### src/rtl/clk_seq_pkg.sv
// clk_seq_pkg: shared state encoding and default timing constants for the clock sequencer.
package clk_seq_pkg;
  typedef enum logic [2:0] {IDLE, HOLD, LOCK, APPLY, DWAIT, SWITCH, REL} state_e;
  localparam int SETTLE_DEF  = 8;
  localparam int LOCK_TO_DEF = 1024;
endpackage

### src/rtl/caravel_clock_sequencer_sync2.sv
// sync2: two-flop synchroniser with async active-high reset to 0.
module sync2 (
  input  logic clk,
  input  logic rst,
  input  logic d,
  output logic q
);
  logic meta_q;
  always_ff @(posedge clk or posedge rst) begin
    if (rst) begin
      meta_q <= 1'b0;
      q      <= 1'b0;
    end else begin
      meta_q <= d;
      q      <= meta_q;
    end
  end
endmodule

### src/rtl/caravel_clock_sequencer.sv
// caravel_clock_sequencer: glitch-safe reconfiguration of the core/user clock generator.
// Parks the mux on ext_clk and holds the core in reset while the PLL or dividers change.
module caravel_clock_sequencer
  import clk_seq_pkg::*;
#(
  parameter int         SETTLE_CYC   = SETTLE_DEF,
  parameter int         LOCK_TIMEOUT = LOCK_TO_DEF,
  parameter logic [2:0] RST_SEL      = 3'd1,
  parameter logic [2:0] RST_SEL2     = 3'd1
) (
  input  logic       ext_clk,
  input  logic       reset,
  input  logic       cfg_valid,
  output logic       cfg_ready,
  input  logic       cfg_use_pll,
  input  logic [2:0] cfg_sel,
  input  logic [2:0] cfg_sel2,
  input  logic       pll_lock,
  output logic       pll_ena,
  output logic       ext_clk_sel,
  output logic [2:0] sel,
  output logic [2:0] sel2,
  output logic       ext_reset,
  output logic       done,
  output logic       err
);
  localparam int MAXC = (SETTLE_CYC > LOCK_TIMEOUT) ? SETTLE_CYC : LOCK_TIMEOUT;
  localparam int CW = $clog2(MAXC + 1);
  localparam logic [CW-1:0] SET_LD = CW'(SETTLE_CYC - 1);
  localparam logic [CW-1:0] TO_LD  = CW'(LOCK_TIMEOUT - 1);
  state_e state_q, state_d;
  logic [CW-1:0] cnt_q, cnt_d;
  logic use_pll_q, use_pll_d;
  logic [2:0] sh_sel_q, sh_sel_d, sh_sel2_q, sh_sel2_d;
  logic pll_ena_q, pll_ena_d, ext_clk_sel_q, ext_clk_sel_d;
  logic [2:0] sel_q, sel_d, sel2_q, sel2_d;
  logic ext_reset_q, ext_reset_d, done_q, done_d, err_q, err_d;
  logic lock_s, cnt_zero, accept;
  sync2 u_lock_sync (
    .clk(ext_clk),
    .rst(reset),
    .d  (pll_lock),
    .q  (lock_s)
  );
  assign cfg_ready   = (state_q == IDLE);
  assign accept      = cfg_valid & cfg_ready;
  assign cnt_zero    = (cnt_q == '0);
  assign pll_ena     = pll_ena_q;
  assign ext_clk_sel = ext_clk_sel_q;
  assign sel         = sel_q;
  assign sel2        = sel2_q;
  assign ext_reset   = ext_reset_q;
  assign done        = done_q;
  assign err         = err_q;
  // Every output edge is timed so that ext_reset is already high on both sides of a mux/divider change.
  always_comb begin
    state_d       = state_q;
    use_pll_d     = use_pll_q;
    sh_sel_d      = sh_sel_q;
    sh_sel2_d     = sh_sel2_q;
    pll_ena_d     = pll_ena_q;
    ext_clk_sel_d = ext_clk_sel_q;
    sel_d         = sel_q;
    sel2_d        = sel2_q;
    ext_reset_d   = ext_reset_q;
    done_d        = 1'b0;
    err_d         = err_q;
    cnt_d         = cnt_zero ? '0 : cnt_q - CW'(1);
    case (state_q)
      IDLE: if (accept) begin
        state_d     = HOLD;
        use_pll_d   = cfg_use_pll;
        sh_sel_d    = cfg_sel;
        sh_sel2_d   = cfg_sel2;
        err_d       = 1'b0;
        ext_reset_d = 1'b1;
      end
      HOLD: begin
        ext_clk_sel_d = 1'b1;
        if (cnt_zero) begin
          state_d   = use_pll_q ? LOCK : APPLY;
          pll_ena_d = pll_ena_q | use_pll_q;
        end
      end
      LOCK: if (lock_s) state_d = APPLY;
      else if (cnt_zero) begin
        state_d     = REL;
        pll_ena_d   = 1'b0;
        err_d       = 1'b1;
        ext_reset_d = 1'b0;
        done_d      = 1'b1;
      end
      APPLY: begin
        sel_d   = sh_sel_q;
        sel2_d  = sh_sel2_q;
        state_d = DWAIT;
      end
      DWAIT: state_d = cnt_zero ? SWITCH : DWAIT;
      SWITCH: begin
        ext_clk_sel_d = ~use_pll_q;
        pll_ena_d     = pll_ena_q & use_pll_q;
        if (cnt_zero) begin
          state_d     = REL;
          ext_reset_d = 1'b0;
          done_d      = 1'b1;
        end
      end
      default: state_d = IDLE;
    endcase
    if (state_d != state_q)
      cnt_d = (state_d == LOCK) ? TO_LD :
              (state_d == HOLD || state_d == DWAIT || state_d == SWITCH) ? SET_LD : '0;
  end
  always_ff @(posedge ext_clk or posedge reset) begin
    if (reset) begin
      state_q       <= IDLE;
      cnt_q         <= '0;
      use_pll_q     <= 1'b0;
      sh_sel_q      <= RST_SEL;
      sh_sel2_q     <= RST_SEL2;
      pll_ena_q     <= 1'b0;
      ext_clk_sel_q <= 1'b1;
      sel_q         <= RST_SEL;
      sel2_q        <= RST_SEL2;
      ext_reset_q   <= 1'b0;
      done_q        <= 1'b0;
      err_q         <= 1'b0;
    end else begin
      state_q       <= state_d;
      cnt_q         <= cnt_d;
      use_pll_q     <= use_pll_d;
      sh_sel_q      <= sh_sel_d;
      sh_sel2_q     <= sh_sel2_d;
      pll_ena_q     <= pll_ena_d;
      ext_clk_sel_q <= ext_clk_sel_d;
      sel_q         <= sel_d;
      sel2_q        <= sel2_d;
      ext_reset_q   <= ext_reset_d;
      done_q        <= done_d;
      err_q         <= err_d;
    end
  end
endmodule

### config.mk
export PLATFORM = sky130hd
export DESIGN_NAME = caravel_clock_sequencer
export DESIGN_NICKNAME = d
export VERILOG_FILES = /design/src/rtl/clk_seq_pkg.sv /design/src/rtl/caravel_clock_sequencer_sync2.sv /design/src/rtl/caravel_clock_sequencer.sv
export SDC_FILE = /design/constraint.sdc
export NUM_CORES = 1
export LEC_CHECK = 0
export BUFFER_PORTS_ARGS = -buffer_cell sky130_fd_sc_hd__clkbuf_2
export CAP_MARGIN = 20
export CORE_UTILIZATION = 45
export CTS_BUF_LIST = sky130_fd_sc_hd__clkbuf_4 sky130_fd_sc_hd__clkbuf_8 sky130_fd_sc_hd__clkbuf_16
export DETAILED_ROUTE_END_ITERATION = 8
export PLACE_DENSITY = 0.68
export SLEW_MARGIN = 20
export SYNTH_ARGS = -nofsm -noshare
export SYNTH_HDL_FRONTEND = slang
export SYNTH_SLANG_ARGS = --single-unit
### constraint.sdc
create_clock -name ext_clk -period 2.3 [get_ports ext_clk]
set_clock_uncertainty 0.2 [all_clocks]
set_input_delay 0.115 -clock ext_clk [delete_from_list [all_inputs] [get_ports ext_clk]]
set_output_delay 0.115 -clock ext_clk [all_outputs]
set_load 0.02 [all_outputs]
==> Word-level counts from Yosys, hierarchy flattened <==
Cells that the tools add are included.
{ "totals": {"regBits": 34, "in_bits": 11, "output_inout_bits": 12, "word_cells": 72} }
{ "op_classes": {"add_sub_neg": 1, "eq_ne": 14, "n_mux": 27, "n_bitwise": 4, "n_reduce_logical": 12} }
{ "op_table": {"columns": ["operator", "n"], "rows": [
  ["$mux 11", 2],
  ["$pmux 3 s6", 1],
  ["$mux 3", 5],
  ["$mux 1", 13],
  ["$eq 3x3->1 const B", 4],
  ["$logic_not 11->1", 1],
  ["$sub 11x1->11 const B", 1],
  ["$mux 10", 1],
  ["$eq 3x2->1 const B", 3],
  ["$reduce_and 4->1", 2],
  ["$eq 3x1->1 const B", 2],
  ["$ne 2x2->1 const B", 3],
  ["$pmux 1 s2", 3],
  ["$pmux 1 s3", 2],
  ["$reduce_bool 3->1", 2],
  ["$reduce_bool 2->1", 2],
  ["$logic_not 3->1", 1],
  ["$ne 3x3->1", 1],
  ["$reduce_and 3->1", 1],
  ["$and 1x1->1", 2],
  ["$logic_or 1x1->1", 2],
  ["$ne 2x1->1 const B", 1],
  ["$reduce_and 2->1", 1],
  ["$not 1->1", 1],
  ["$or 1x1->1", 1]
]} }

==> Logic depth before layout (Yosys ltp) <==
{ "depth": {"word_depth": 10, "ltp_mapped": 7, "mapped_depth_nobuf": 6} }

==> Cells and area by module <==
A second synthesis with hierarchy kept.
{ "hier_totals": {"cells_unflattened": 141, "hier_area_um2": 1574.0} }
{ "modules_own_cells": {"columns": ["mod", "n_inst", "cells_each", "area_each_um2", "seq_area_each_um2"], "rows": [
  ["caravel_clock_sequencer", 1, 138, 1520.2, 807.0],
  ["sync2", 1, 3, 53.8, 50.0]
]} }

==> Worst setup path before layout <==
Ideal clock, no wire load.
{ "synth_timing": {"path_kind": "register to register", "start": "register cnt_q[0]", "end": "register cnt_q[8]", "setup_time_ns": 0.127, "t_arrival_ns": 1.516, "t_required_ns": 1.973, "setup_slack_ns": 0.457, "path_stages_with_launch": 7, "n_path_buf": 0, "synth_period_minus_slack_ns": 1.843, "path_cell_list": "dfrtp_1 inv_1 ha_1 or3b_4 nor3_2 mux2i_1 o31ai_2"} }
{ "synth_via": {"elab_chain_cells": 7, "word_cells_on_any_way": 12, "cone_classes": "1 x add/sub; 2 x eq/ne; 8 x mux; 1 x reduce/logical"} }
{ "synth_lines": {"columns": ["item", "line", "rtl"], "rows": [
  ["start: declaration", "caravel_clock_sequencer.sv:32", "logic [CW-1:0] cnt_q, cnt_d;"],
  ["start signal: assignment", "caravel_clock_sequencer.sv:130", "cnt_q <= cnt_d;"],
  ["$logic_not 11->1", "caravel_clock_sequencer.sv:47", "assign cnt_zero = (cnt_q == '0);"],
  ["$mux 3", "caravel_clock_sequencer.sv:86, caravel_clock_sequencer.sv:102", null],
  ["$mux 3", "caravel_clock_sequencer.sv:85", "LOCK: if (lock_s) state_d = APPLY;"],
  ["$pmux 3 s6", "caravel_clock_sequencer.sv:69", "case (state_q)"],
  ["$eq 3x2->1", "caravel_clock_sequencer.sv:111", "cnt_d = (state_d == LOCK) ? TO_LD :"],
  ["$mux 10", "caravel_clock_sequencer.sv:111", null],
  ["$mux 11 (*)", "caravel_clock_sequencer.sv:110", "if (state_d != state_q)"],
  ["net cnt_d[8]", "caravel_clock_sequencer.sv:32", null]
]} }
The timed path passes the listed nets; every way through them passes the cells marked *.
A chain may end at the register's enable or synchronous reset.

==> Worst setup path in the final report <==
{ "layout_timing": {"start": "register cnt_q[0]", "end": "register cnt_q[4]"} }
The elaborated chain is that of the path after synthesis.

==> results.md <==
- Max FO, Critical Path: 7
- Most area-consuming cells after synthesis: dfrtp_1 (43%), dfstp_2 (7.8%), mux2_2 (7.4%)
- Crit path DAT: 1990 ps
- Synth area leader: dfrtp_1
- Final hold violation count: 0
- Area growth syn-to-layout: 22.2%
- Total design power: 1.20 mW
- Max Cap Violations: 0
- Die X: 63.2 um
- CTS root buf: clkbuf_8
- Reg2reg start: cnt_q[0]$_DFF_PP0_
- Status: finished clean
- Port Buf Inserts: 22
- Worst setup path category: reg2reg
- Final setup vio count: 0
- Synth Cell Area: 1680 um^2
- Clock buffer depth: 2
- First-pass GRT wire length: 5700 um
- Post-synthesis net count: 161
- N_diodes: 0
- Rows: 21
- Leak pwr: 0.911 nW
- Final nets: 197
- Crit path time final: 1990 ps
- Final WL: 3210 um
- Hold_sp: u_lock_sync.meta_q$_DFF_PP0_
- Iteration-0 DRC Markers: 46
- Post-CTS Repair Setup Buffers: 0
- Crit end category: flop
- DR WL/cell: 13.8 um
- H-tree depth: 2
- Synth Warn #: 0
- Avg Inst Size Synth: 11.3 um^2
- Slew @ Worst Pin: 527 ps
- Reg clk slew, reported paths: 70 ps
- Num ports: 23
- Post-synth EDFFs: 0
- Number of global-route vias before repair: 1249
- Max-slew headroom at the worst pin: 0.649
- Clock Sinks: 34
- Pre-CTS setup slack: 311 ps
- Post-Syn Instances: 149
- Post-synth cell types: 46
- Via-to-Cell Ratio: 5.34
- Register area: 857 um^2
- Layout fillers: 304
- Yosys reg bits: 34
- Final worst path period share: 0.866
- Post-Route Utilization: 0.593
- Core footprint: 3470 um^2
- Total GRT Usage: 0.184
- Setup repair after global routing missed its margin: no
- CP startpoint kind: flop
- Hpwl dp: 2280 um
- Final GP Congestion: 0.807
- Seq/Total Area, Yosys: 0.509
- Die Height: 63.2 um
- Antenna-violating nets left: 0
- CTS Buf Count: 5
- Synth Flop Type: dfrtp_1
- Drc violations: 0
- Total grt overflow: 0
- Clock Latency Late Sink: 290 ps
- Fin worst setup slack: 309 ps
- Slew Viols, Final: 0
- Multi-input gate area: 774 um^2
- Share of layout cells above drive strength 1: 0.328
- Hold_ws: 162 ps
- Antenna violations before repair: 0
- Pwr dens: 585 nW/um^2
- Worst VDD drop: 0.355 mV
- CTS tree: yes
- Die area: 3990 um^2
- Min-Delay Path Class: reg2reg
- CP startpoint: cnt_q[0]$_DFF_PP0_
- Critical Path RT: 2300 ps
- Via count: 1238
- Ys async rst share: 1.00
- Starting Density: 0.486
- Fmax: 502 MHz
- Setup_tns: 0 ps
- Synth top area share: 0.431
- DRT Pass-1 Iters: 4
- Largest net degree at the start of global routing: 35
## final timing paths
path | end | slack [ps] | depth (start not counted)
min in group asynchronous | cnt_q[6]$_DFF_PP0_ | 240 | 4
hold reg to reg | u_lock_sync.q$_DFF_PP0_ | 160 | 0
setup reg to reg | cnt_q[4]$_DFF_PP0_ | 310 | 6
hold / removal | u_lock_sync.q$_DFF_PP0_ | 160 | 0
setup / recovery | cnt_q[4]$_DFF_PP0_ | 310 | 6
max in group asynchronous | ext_clk_sel$_DFFE_PP1P_ | 1330 | 4
## per-layer routing
| layer | routed length (um) | share of wire | global-route usage | vias to the layer above |
|---|---|---|---|---|
| met5 | 0 | 0 | 0 | - |
| met4 | 78 | 0.024 | 0.0909 | 0 |
| met3 | 87 | 0.027 | 0.0380 | 9 |
| met2 | 1520 | 0.47 | 0.297 | 21 |
| met1 | 1530 | 0.48 | 0.234 | 591 |
| li1 | - | - | - | 617 |
## layout by cell type (no fill, tap or decap), drive strengths merged, types with 2 or more instances in the layout
master / n
a211oi: 2
a21oi: 6
a31oi: 3
a41oi: 2
and3: 2
buf: 4
clkbuf: 27
clkinvlp: 2
dfrtp: 29
dfstp: 5
dlygate4sd3: 10
inv: 4
mux2: 13
nand2: 7
nand2b: 4
nand3: 2
nor2: 14
nor2b: 4
nor3: 6
nor3b: 3
nor4: 2
o21ai: 9
o31a: 3
o41a: 2
xnor2: 2
xor2: 3
## flip-flops by register name (all words and copies together), names as in the netlist
register and count:
sh_sel2_q 3, use_pll_q 1, sel2 3, done 1, err 1, sh_sel_q 3
pll_ena 1, sel 3, state_q 3, u_lock_sync.meta_q 1, ext_clk_sel 1, u_lock_sync.q 1
ext_reset 1, cnt_q 11
## kinds of logic (layout without fill, tap and decap cells)
logic type      after synthesis  in the layout  synth area share
compound gates               34             34             0.146
xor+xnor                      5              5            0.0260
fa+ha+maj                     1              1           0.00743
buf+inv                      11             48            0.0312
flops                        34             34             0.509
mux                          14             14            0.0929
simple gates                 50             50             0.187
## layout make-up
class	count	area share
clock buffers	5	0.0334
clock inverters	3	0.0219
inverters	4	0.00729
multi-input cells	104	0.376
flip-flops and latches	34	0.416
well taps	46	0.0280
repair buffers	36	0.117
## critical path: stages, from the launching register on
cell     delay, ps
dfrtp_1        420
inv_1          100
ha_1           190
or3b_4         410
nor2_2         210
nand4_2        200
o21ai_0        160
## through the flow
stage                     cell area [um^2]  instances
after floorplan                       1680        149
after global placement                1840        214
final                                 2060        232
after CTS                             2060        232
after global routing                  2060        232
after detailed placement              1840        214
## synthesized netlist by cell type, types with 2 or more instances
| cell type | number |
|---|---|
| dfrtp_1 | 29 |
| nor2_1 | 13 |
| mux2_2 | 11 |
| nand2_1 | 7 |
| a21oi_1 | 6 |
| dfstp_2 | 5 |
| o21ai_0 | 5 |
| inv_1 | 4 |
| nand2b_1 | 4 |
| nor2b_1 | 4 |
| nor3_1 | 4 |
| o21ai_1 | 4 |
| a31oi_1 | 3 |
| buf_2 | 3 |
| clkbuf_1 | 3 |
| o31a_1 | 3 |
| xor2_1 | 3 |
| a41oi_1 | 2 |
| and3_1 | 2 |
| mux2_1 | 2 |
| nand3_1 | 2 |
| nor3_2 | 2 |
| nor3b_1 | 2 |
| nor4_2 | 2 |
| o41a_1 | 2 |
| xnor2_1 | 2 |
## power breakdown
group	internal (mW)	switching [mW]
clock network	0.322	0.227
logic	0.0242	0.0192
registers	0.607	0.00497
total	0.954	0.251
## what timing repair did
item	4_1_cts	5_1_grt
gates resized for setup	0	0
hold buffers	10	0
endpoints found under the hold margin	38	0
Note: power is estimated with default switching activity, not from simulation.
